**src/rtl/lieat_exu_com_disp_pkg.sv**
```systemverilog
// Shared EXU definitions: datapath widths, infobus bit indices and the issue-entry layout.
package lieat_exu_com_disp_pkg;

  localparam int XLEN      = 32;
  localparam int INFOBUS_W = XLEN;

  // ALU infobus bit indices
  localparam int INFOBUS_ALU_ADD  = 0;
  localparam int INFOBUS_ALU_SUB  = 1;
  localparam int INFOBUS_ALU_AND  = 2;
  localparam int INFOBUS_ALU_OR   = 3;
  localparam int INFOBUS_ALU_XOR  = 4;
  localparam int INFOBUS_ALU_EBRK = 10;

  typedef struct packed {
    logic [XLEN-1:0]      pc;
    logic [XLEN-1:0]      imm;
    logic [XLEN-1:0]      src1;
    logic [XLEN-1:0]      src2;
    logic [INFOBUS_W-1:0] infobus;
  } disp_ent_t;

  localparam int DISP_ENT_W = $bits(disp_ent_t);

endpackage

```
**src/rtl/lieat_gnrl_fifo2.sv**
```systemverilog
// Generic 2-entry FIFO with valid/ready on both sides; flush empties it and blocks input.
module lieat_gnrl_fifo2 #(
  parameter int W = 8
) (
  input  logic         clk_i,
  input  logic         rst_i,
  input  logic         flush_i,
  input  logic         in_valid_i,
  output logic         in_ready_o,
  input  logic [W-1:0] in_data_i,
  output logic         out_valid_o,
  input  logic         out_ready_i,
  output logic [W-1:0] out_data_o
);

  logic [W-1:0] mem_q [2];
  logic         wptr_q, wptr_d;
  logic         rptr_q, rptr_d;
  logic [1:0]   cnt_q, cnt_d;
  logic         push, pop;

  assign out_valid_o = (cnt_q != 2'd0);
  assign pop         = out_valid_o & out_ready_i;
  // A full buffer may still accept when the head leaves in the same cycle.
  assign in_ready_o  = ~flush_i & ((cnt_q != 2'd2) | pop);
  assign push        = in_valid_i & in_ready_o;
  assign out_data_o  = mem_q[rptr_q];

  always_comb begin
    wptr_d = wptr_q;
    rptr_d = rptr_q;
    cnt_d  = cnt_q;
    if (flush_i) begin
      wptr_d = 1'b0;
      rptr_d = 1'b0;
      cnt_d  = 2'd0;
    end else begin
      if (push) wptr_d = ~wptr_q;
      if (pop)  rptr_d = ~rptr_q;
      case ({push, pop})
        2'b10:   cnt_d = cnt_q + 2'd1;
        2'b01:   cnt_d = cnt_q - 2'd1;
        default: cnt_d = cnt_q;
      endcase
    end
  end

  always_ff @(posedge clk_i) begin
    if (rst_i) begin
      wptr_q <= 1'b0;
      rptr_q <= 1'b0;
      cnt_q  <= 2'd0;
    end else begin
      wptr_q <= wptr_d;
      rptr_q <= rptr_d;
      cnt_q  <= cnt_d;
    end
  end

  // Storage is not reset; the consumer only looks at it while out_valid_o is high.
  always_ff @(posedge clk_i) begin
    if (push) mem_q[wptr_q] <= in_data_i;
  end

endmodule

```
**src/rtl/lieat_exu_com_disp.sv**
```systemverilog
// EXU dispatch stage: 2-entry issue buffer to the ALU, halting after an EBREAK retires
// until the pipeline flushes.
module lieat_exu_com_disp
  import lieat_exu_com_disp_pkg::*;
(
  input  logic                 clock,
  input  logic                 reset,
  input  logic                 disp_i_valid,
  output logic                 disp_i_ready,
  input  logic [XLEN-1:0]      disp_i_pc,
  input  logic [XLEN-1:0]      disp_i_imm,
  input  logic [XLEN-1:0]      disp_i_src1,
  input  logic [XLEN-1:0]      disp_i_src2,
  input  logic [INFOBUS_W-1:0] disp_i_infobus,
  input  logic                 disp_flush,
  output logic                 alu_valid,
  input  logic                 alu_ready,
  output logic [XLEN-1:0]      alu_pc,
  output logic [XLEN-1:0]      alu_imm,
  output logic [XLEN-1:0]      alu_src1,
  output logic [XLEN-1:0]      alu_src2,
  output logic [INFOBUS_W-1:0] alu_infobus,
  output logic                 disp_o_halted
);

  typedef enum logic {
    ST_RUN  = 1'b0,
    ST_HALT = 1'b1
  } disp_state_e;

  disp_state_e state_q, state_d;
  disp_ent_t   in_ent, head_ent;
  logic        run;
  logic        fifo_in_ready, fifo_out_valid;
  logic        pop;

  assign run = (state_q == ST_RUN);

  assign in_ent = '{pc: disp_i_pc, imm: disp_i_imm, src1: disp_i_src1,
                    src2: disp_i_src2, infobus: disp_i_infobus};

  // Gating both handshakes with run freezes the buffer while halted.
  lieat_gnrl_fifo2 #(.W(DISP_ENT_W)) u_fifo (
    .clk_i       (clock),
    .rst_i       (reset),
    .flush_i     (disp_flush),
    .in_valid_i  (disp_i_valid & run),
    .in_ready_o  (fifo_in_ready),
    .in_data_i   (in_ent),
    .out_valid_o (fifo_out_valid),
    .out_ready_i (alu_ready & run),
    .out_data_o  (head_ent)
  );

  assign disp_i_ready = run & fifo_in_ready;
  assign alu_valid    = run & fifo_out_valid;
  assign pop          = alu_valid & alu_ready;

  // Zero the ALU side when idle so stale storage never shows a phantom EBREAK.
  assign alu_pc        = alu_valid ? head_ent.pc      : '0;
  assign alu_imm       = alu_valid ? head_ent.imm     : '0;
  assign alu_src1      = alu_valid ? head_ent.src1    : '0;
  assign alu_src2      = alu_valid ? head_ent.src2    : '0;
  assign alu_infobus   = alu_valid ? head_ent.infobus : '0;
  assign disp_o_halted = (state_q == ST_HALT);

  always_comb begin
    state_d = state_q;
    if (disp_flush) begin
      state_d = ST_RUN;
    end else if (run && pop && head_ent.infobus[INFOBUS_ALU_EBRK]) begin
      state_d = ST_HALT;
    end
  end

  always_ff @(posedge clock) begin
    if (reset) state_q <= ST_RUN;
    else       state_q <= state_d;
  end

endmodule

```
**config.mk**
```make
export PLATFORM = sky130hd
export DESIGN_NAME = lieat_exu_com_disp
export DESIGN_NICKNAME = d
export VERILOG_FILES = /design/src/rtl/lieat_exu_com_disp_pkg.sv /design/src/rtl/lieat_gnrl_fifo2.sv /design/src/rtl/lieat_exu_com_disp.sv
export SDC_FILE = /design/constraint.sdc
export NUM_CORES = 1
export LEC_CHECK = 0
export CAP_MARGIN = 25
export CORE_UTILIZATION = 45
export CTS_CLUSTER_DIAMETER = 50
export CTS_CLUSTER_SIZE = 20
export DETAILED_ROUTE_END_ITERATION = 7
export PLACE_DENSITY = 0.75
export SYNTH_ARGS = -nofsm -noshare
export SYNTH_HDL_FRONTEND = slang
export SYNTH_SLANG_ARGS = --single-unit
```
**constraint.sdc**
```tcl
create_clock -name clock -period 20.3 [get_ports clock]
set_input_delay 4.06 -clock clock [delete_from_list [all_inputs] [get_ports clock]]
set_output_delay 4.06 -clock clock [all_outputs]
set_load 0.005 [all_outputs]
```
# Yosys cells after proc, flatten, opt, wreduce, memory -nomap -nowiden

Memories as Yosys holds them, arrays and structs flattened. A register that Yosys moved wholly into a read port is not among the register bits.
Index checks and enable logic that the tools add are counted.

Bitwise gates (word level): 13
Reductions and logical operators: 5
Muxes and demuxes: 10
Add/subtract/negate cells: 2
Eq/ne operators: 3

Operator list:

| kind                                                                   | count |
|---|---|
| 32-bit 2-to-1 mux                                                      | 5 |
| 1-bit bitwise AND                                                      | 8 |
| 1-bit 2-to-1 mux                                                       | 4 |
| 1-bit NOT                                                              | 4 |
| 2-bit case mux with 2 select lines                                     | 1 |
| 2-bit nonzero test                                                     | 2 |
| 2-bit by 1-bit adder with 2-bit output (second input constant)         | 1 |
| 2-bit by 1-bit equality test with 1-bit output (second input constant) | 1 |
| 2-bit equality test (second input constant)                            | 1 |
| 1-bit logical AND                                                      | 2 |
| 2-bit inequality test (second input constant)                          | 1 |
| 2-bit OR reduction                                                     | 1 |
| 2-bit by 1-bit subtractor with 2-bit output (second input constant)    | 1 |
| 1-bit OR                                                               | 1 |

Bits in registers: 5
Memories kept: 1
Memory bits (writable): 320

Memories:

| name         | depth | bits a word | rd ports | clocked after memory_dff | wr ports | RTL line               | RTL |
|---|---|---|---|---|---|---|---|
| u_fifo.mem_q | 2     | 160         | 1        | 1                        | 1        | lieat_gnrl_fifo2.sv:16 | `logic [W-1:0] mem_q [2];` |

# Depth between registers and ports, before layout

Gate-level depths: netlist (run 1).

Depth in word-level cells: 8
Depth in mapped cells: 8

# Modules after synthesis

A second synthesis (run 1) with hierarchy kept.

Cell total of the unflattened synthesis: 710
Area total of the unflattened synthesis: 13158.9 sq um

Modules (own cells, without submodules):

| module             | cells each | times used | area an instance (sq um) |
|---|---|---|---|
| lieat_gnrl_fifo2   | 525        | 1          | 11803.8 |
| lieat_exu_com_disp | 185        | 1          | 1355.0 |

# Least setup slack after synthesis (run 1)

Ideal clock, no wire load.

Kind: input to register
From: in disp_flush
To: mem u_fifo.mem_q[0][0] (netlist bit), enable pin
Stages on the path: 3
Buffers on the path: 1
Arrival time: 11374 ps
Data required time: 19617 ps
Path slack: 8243 ps
Cell sequence: or4b_1 > buf_2 > nor2_1

Longest elaborated chain between the ends: 5

Ends and longest elaborated chain:

| element                                | RTL line                 | RTL |
|---|---|---|
| from (decl)                            | lieat_exu_com_disp.sv:15 | `input logic disp_flush,` |
| 1-bit NOT                              | lieat_gnrl_fifo2.sv:25   | `assign in_ready_o = ~flush_i & ((cnt_q != 2'd2) \| pop);` |
| 1-bit bitwise AND                      | lieat_gnrl_fifo2.sv:25   |  |
| 1-bit bitwise AND                      | lieat_gnrl_fifo2.sv:26   | `assign push = in_valid_i & in_ready_o;` |
| 1-bit 2-to-1 mux                       | lieat_gnrl_fifo2.sv:62   | `if (push) mem_q[wptr_q] <= in_data_i;` |
| 1-bit 2-to-1 mux (not written as such) | lieat_gnrl_fifo2.sv:62   |  |
| to (decl)                              | lieat_gnrl_fifo2.sv:16   |  |

No other way between the ends.

# Worst setup path in the final report (run 1)

From: in alu_ready
To: out disp_i_ready

Longest elaborated chain between the ends: 5

Ends and longest elaborated chain:

| element           | RTL line                 | RTL |
|---|---|---|
| from (decl)       | lieat_exu_com_disp.sv:17 | `input logic alu_ready,` |
| 1-bit bitwise AND | lieat_exu_com_disp.sv:51 | `.out_ready_i (alu_ready & run),` |
| 1-bit bitwise AND | lieat_gnrl_fifo2.sv:23   | `assign pop = out_valid_o & out_ready_i;` |
| 1-bit OR          | lieat_gnrl_fifo2.sv:25   |  |
| 1-bit bitwise AND | lieat_gnrl_fifo2.sv:25   |  |
| 1-bit bitwise AND | lieat_exu_com_disp.sv:55 | `assign disp_i_ready = run & fifo_in_ready;` |
| to (decl)         | lieat_exu_com_disp.sv:9  | `output logic disp_i_ready,` |

No other way between the ends.

==> results.cfg, run 1 <==
[status]
outcome = complete, no violations

[die]
std_cell_rows = 60
floorplan.die.height_um = 167
die_w_um = 167
start_util_pct = 45.7
core_area_um2 = 26900
i_o_pin_total = 328
die_area_um2 = 27900

[global_routing]
grt_pass1_vias = 7102
overflow = 0
grt_start_max_net_pins = 87
number_of_antenna_violations_at_the_first_check_in_global_routing = 1
grt_pass1_wl_um = 38900
groute.usage.overall_pct = 17.9

[clock_network]
postCtsHoldBufs = 0
cts_buffers = 30
ctsLongestPathBuffers = 3
post_cts.resized_instances = 0
cts_tree = built
worstSkewPairLatency_ps = 550
htreeDepth = 1
post-cts-setup-buffer-count = 0
clock_transition_at_the_registers_of_the_reported_paths_ps = 60
tritoncts_num_sinks = 326
clockRootBuffer = sky130_fd_sc_hd__clkbuf_16

[place]
dp_hpwl_um = 16200
io_buffers = 327
postPlaceCellArea_um2 = 15900
place.gp.congestion = 0.772

[worst_hold_path]
holdCritPathClass = flop to flop

[route]
detail_route.iter0.violations = 351
drt-vias-per-instance = 4.95
detail-route-antenna-nets = 0
routed_wirelength_um = 25700
detailroute.via_count = 6945
wl_per_cell_um = 18.3
detail_route.first_pass.iterations = 5
remaining_drc_errors = 0

[synth]
post_synthesis_share_of_cell_area_spent_on_xor_and_xnor_gates_pct = 0.143
yosysUniqueCellTypes = 22
synth.top_cells.by_area = sky130_fd_sc_hd__edfxtp_1 (78%), sky130_fd_sc_hd__mux2i_1 (13%), sky130_fd_sc_hd__nor2_1 (5.0%)
post_synth_fa_ha_maj_area_fraction_pct = 0.102
synth.yosys.warnings = 0
synth-compound-area-share_pct = 0.347
syn_nets = 876
post_synth_mux_area_share_pct = 13.1
combinational_family_with_the_most_area_after_synthesis = multiplexers
synth_seq_area_share_pct = 79.3
count_of_mapped_cells_out_of_synthesis = 710
synth_seq_cells = 326
yosys.area.top_type = sky130_fd_sc_hd__edfxtp_1
post_synth.cell_area_avg_um2 = 17.3
synthSimpleGateAreaFrac_pct = 5.50
syn_area_um2 = 12300
synth.top_cell.area_share_pct = 78.3

[power]
p_leak_nw = 5.33
vdd.ir_drop.worst_v = 0.0000897
power-per-cell-area_nw_per_um2 = 85.3
cell_internal_pwr_mw = 1.15
fraction_of_power_consumed_by_sequential_logic_pct = 53.0
p_sw_share_pct = 20.2
switching_power_uw = 292
share_comb_of_total_power_pct = 6.8
share_clk_of_total_power_pct = 40.2

[sta]
fin_crit_sh_pct = 46.2
finalMaxSlewViolations = 0
fin_crit_ps = 9380
timing.final.hold_violations = 0
slew-limit-headroom_pct = 30.7
rsz0062_at_grt = no
timing.fmax_ghz = 0.107
setup-tns-final_ps = 0
tightest_slew_ps = 1040
fin_worst_skew_ps = 7.27
report.final.setup_viol = 0
fin_worst_hold_slack_ps = 490

[layout]
fin_util_pct = 63.0
multi_input_comb_area_um2 = 2390
final_common_cell = sky130_fd_sc_hd__clkdlybuf4s50_1
finalNetCount = 1206
final_area_um2 = 16900
fraction_of_final_layout_cells_sized_beyond_drive_strength_1_pct = 5.84
fillerInstances = 1943
area_growth_syn_to_layout_pct = 37.9
final_cell_mix = sky130_fd_sc_hd__clkdlybuf4s50_1 (327), sky130_fd_sc_hd__edfxtp_1 (320), sky130_fd_sc_hd__nor2_1 (162)
area_taken_by_flip_flops_and_latches_um2 = 9730

[setup_path]
critical_path.cell_chain = clkdlybuf4s50_1 > nor3b_1 > nor3_1 > clkdlybuf4s50_1
cp-end-kind = output pin
cell_type_of_the_slowest_stage_on_the_worst_timing_path = sky130_fd_sc_hd__clkdlybuf4s50_1
critPathMostFrequentCell = sky130_fd_sc_hd__clkdlybuf4s50_1
cpPeakStageDelay_ps = 520
path_max_fanout = 4
worstPathRequired_ps = 16240
timing_worst_setup_path_type = input port to output pin
crit_arrival_ps = 5320
cp-start-kind = input port

[flow_run]
drv_cap = 0
sequential cells by signal, indices dropped and copies added (netlist names), named ones only:
register,flops
u_fifo.mem_q,320
u_fifo.cnt_q,2
disp_o_halted,1
u_fifo.rptr_q,1
u_fifo.wptr_q,1
worst max-delay path, delay by kind of cell:
kind                   cells  cell delay [ps]
buffers and inverters      2             1040
AND/OR/NAND/NOR            2              210
cells by family (layout without fill, tap and decap cells):
group | count (synthesis) | in the layout
flip-flops | 326 | 326
AND/OR/NAND/NOR | 174 | 174
multiplexers | 161 | 161
buffers and inverters | 39 | 391
AO/OA/AOI/OAI | 7 | 7
XOR/XNOR | 2 | 2
adder cells (fa/ha/maj) | 1 | 1
other | 0 | 1
per-stage QoR:
| step | total power [mW] | cells | setup slack (ps) |
|---|---|---|---|
| floorplan | 0.814 | 710 | 8240 |
| finish | 1.44 | 1404 | 10920 |
| CTS | 1.46 | 1403 | 10920 |
| global route | 1.49 | 1404 | 10890 |
| global placement | 0.875 | 1349 | 10910 |
| detailed placement | 0.879 | 1349 | 10930 |
power by group through the flow:
stage,sequential [mW],clock [mW],combinational [mW]
floorplan,0.782,0,0.0320
CTS,0.765,0.595,0.0995
finish,0.765,0.581,0.0982
global placement,0.779,0,0.0965
global route,0.766,0.617,0.106
detailed placement,0.780,0,0.0988
routing by layer:
metal,vias to the layer above,track usage [%],routed length [µm]
met5,-,0,0
met4,0,5.62,760
met3,49,5.67,2140
met2,254,29.7,12300
met1,3339,22.6,10400
li1,3303,-,-
final cells by class:
| class | instances | area share, % |
|---|---|---|
| repair buffers | 335 | 19.7 |
| multi-input cells | 345 | 14.1 |
| diodes | 1 | 0.0148 |
| inverters | 2 | 0.0443 |
| clock inverters | 21 | 1.54 |
| clock buffers | 33 | 4.63 |
| flip-flops and latches | 326 | 57.5 |
| well taps | 341 | 2.52 |
path summary, 6_finish.rpt:
| kind | from | endpoint | slack (ps) | depth (start not counted) |
|---|---|---|---|---|
| max | alu_ready | disp_i_ready | 10920 | 4 |
| max reg2reg | u_fifo.cnt_q[0]$_SDFFE_PP0P_ | u_fifo.mem_q[0][87]$_DFFE_PP_ | 17120 | 4 |
| min reg2reg | u_fifo.rptr_q$_SDFFE_PP0P_ | flop | 490 | 2 |
| min | u_fifo.rptr_q$_SDFFE_PP0P_ | flop | 490 | 2 |
synth_stat cells, drive strengths merged:
library cell,instances
xor2,1
nand2,3
nor2,164
mux2i,161
and2,1
inv,2
dfxtp,6
o21bai,1
nor3,2
edfxtp,320
buf,30
a21boi,1
or3,1
xnor2,1
nor3b,1
or4b,1
o21a,1
o21ai,4
clkbuf,7
nand4b,1
ha,1
(Power assumes the default switching activity.)
==> run 2, diff against run 1 <==
CORE_UTILIZATION = 44   (was 45)
PLACE_DENSITY = 0.77   (was 0.75)
clock period = 7.7 ns   (was 20.3 ns; I/O delays follow)
==> run 2 against run 1 <==
Flip-flop and latch count unchanged. Utilization fell by 0.56 points. Combinational power increased to 2.7 times the previous value. Design area rose by 0.21%. Global-route usage is essentially flat. Critical path type is now flop to output pin. Via count up 1.1%. Critical path depth unchanged. Non-clock buffer count decreased by 1. Die area up 2.2%. Worst hold slack worse by 14 ps.
==> results.cfg, run 2 (synthesis results as in run 1) <==
[status]
outcome = complete, no violations

[sta]
fin_crit_ps = 4620
timing.fmax_ghz = 0.217
fin_worst_skew_ps = 20.6
rsz0062_at_grt = no
finalMaxSlewViolations = 0
slew-limit-headroom_pct = 31.9
report.final.setup_viol = 0
timing.final.hold_violations = 0
fin_crit_sh_pct = 60.0
setup-tns-final_ps = 0
tightest_slew_ps = 1020

[clock_network]
ctsLongestPathBuffers = 3
cts_tree = built
postCtsHoldBufs = 0
htreeDepth = 1
clockRootBuffer = sky130_fd_sc_hd__clkbuf_16
clock_transition_at_the_registers_of_the_reported_paths_ps = 80
post-cts-setup-buffer-count = 0
tritoncts_num_sinks = 326
worstSkewPairLatency_ps = 550
post_cts.resized_instances = 0
cts_buffers = 29

[global_routing]
grt_pass1_vias = 7286
groute.usage.overall_pct = 17.9
grt.met1_usage_pct = 22.0
gr-usage-met2_pct = 30.0
grt_pass1_wl_um = 39500
grt_start_max_net_pins = 155
grt-busiest-layer = met2
overflow = 0
number_of_antenna_violations_at_the_first_check_in_global_routing = 2
globalRouteMet3Util_pct = 5.70

[setup_path]
critical_path.cell_chain = buf_4 > mux2i_1 > nor2_1 > clkdlybuf4s50_1
crit_arrival_ps = 3080
cp-start-kind = flop
timing_worst_setup_path_type = flop to output pin
cpPeakStageDelay_ps = 840
cp-end-kind = output pin
cell_type_of_the_slowest_stage_on_the_worst_timing_path = sky130_fd_sc_hd__buf_4
path_max_fanout = 54
worstPathRequired_ps = 6160

[place]
place.gp.congestion = 0.788
dpl.cell_count = 1379
dp_hpwl_um = 16600
io_buffers = 327

[layout]
largest_registers = u_fifo.mem_q: 320 flops, u_fifo.cnt_q: 2 flops
final_common_cell = sky130_fd_sc_hd__clkdlybuf4s50_1
area_growth_syn_to_layout_pct = 38.2
registers.top_by_ff_count = u_fifo.mem_q
fraction_of_final_layout_cells_sized_beyond_drive_strength_1_pct = 5.66
final_cell_mix = sky130_fd_sc_hd__clkdlybuf4s50_1 (327), sky130_fd_sc_hd__edfxtp_1 (320), sky130_fd_sc_hd__nor2_1 (162)
fillerInstances = 2021
layoutNonFillerInstCount = 1433
largest_register_ffs = 320
finalNetCount = 1204

[die]
die_w_um = 169
floorplan.die.height_um = 169
std_cell_rows = 60
die_area_um2 = 28600
core_area_um2 = 27200
i_o_pin_total = 328
start_util_pct = 45.2

[route]
detail_route.iter0.violations = 524
detail-route-antenna-nets = 0
drt-vias-per-instance = 4.90
detail_route.first_pass.iterations = 4
detailroute.via_count = 7022
wl_per_cell_um = 18.3
remaining_drc_errors = 0
routed_wirelength_um = 26300

[power]
p_leak_nw = 5.32
vdd.ir_drop.worst_v = 0.000147
power-per-cell-area_nw_per_um2 = 222

[worst_hold_path]
holdCritPathClass = flop to flop

[flow_run]
drv_cap = 0
-- run 2: cell count changes in the layout (fill, tap and decap cells not counted), sizes merged --
| cell | previous run | this run |
|---|---|---|
| clkbuf | 33 | 30 |
| clkinv | 10 | 9 |
| bufinv | 4 | 2 |
| clkinvlp | 3 | 2 |
| buf | 8 | 7 |
| inv | 6 | 12 |
-- run 2: final timing paths --
check                                from                            end  slack [ps]  depth (start not counted)
max                                  flop                   alu_src1[17]        3080                          4
min reg2reg    u_fifo.rptr_q$_SDFFE_PP0P_                           flop         480                          2
min            u_fifo.rptr_q$_SDFFE_PP0P_                           flop         480                          2
max reg2reg  u_fifo.cnt_q[0]$_SDFFE_PP0P_  u_fifo.mem_q[1][66]$_DFFE_PP_        4650                          4
-- run 2: area by class of cell --
type	count	area [µm²]	area share (%)
multi-input combinational	345	2390	14.1
timing repair buffer	334	3360	19.8
antenna	1	2.50	0.0147
inverter	2	7.51	0.0442
sequential	326	9730	57.4
clock buffer	30	729	4.30
clock inverter	23	282	1.66
tap	372	465	2.74
-- run 2: through the flow --
| step | util (%) | hold slack [ps] | cell area, µm² | worst slack (ps) | total power, mW |
|---|---|---|---|---|---|
| floorplan | - | 447 | 12300 | 904 | 2.14 |
| global placement | 58.7 | 457 | 16000 | 3140 | 2.31 |
| detailed placement | 58.7 | 458 | 16000 | 3090 | 2.32 |
| CTS | 62.4 | 476 | 17000 | 3030 | 3.81 |
| global route | 62.4 | 500 | 17000 | 2860 | 3.90 |
| finish | 62.4 | 477 | 17000 | 3080 | 3.77 |
-- run 2: per-layer routing --
layer  vias to the layer above  routed length, µm
met3                        47               2460
li1                       3307                  -
met2                       286              12500
met1                      3380              10600
met4                         2                697
met5                         -                 13
-- run 2: worst max-delay path: cells and delay by family, from the launching register on --
| family | cells | cell delay [ps] |
|---|---|---|
| buf+inv | 2 | 1360 |
| flops | 1 | 730 |
| simple gates | 1 | 150 |
| mux | 1 | 220 |
-- run 2: where the power goes --
group	internal [mW]	total, mW	switching, mW
Combinational	0.152	0.263	0.111
Clock	0.799	1.49	0.695
Sequential	2.00	2.01	0.0131
Total	2.95	3.77	0.818
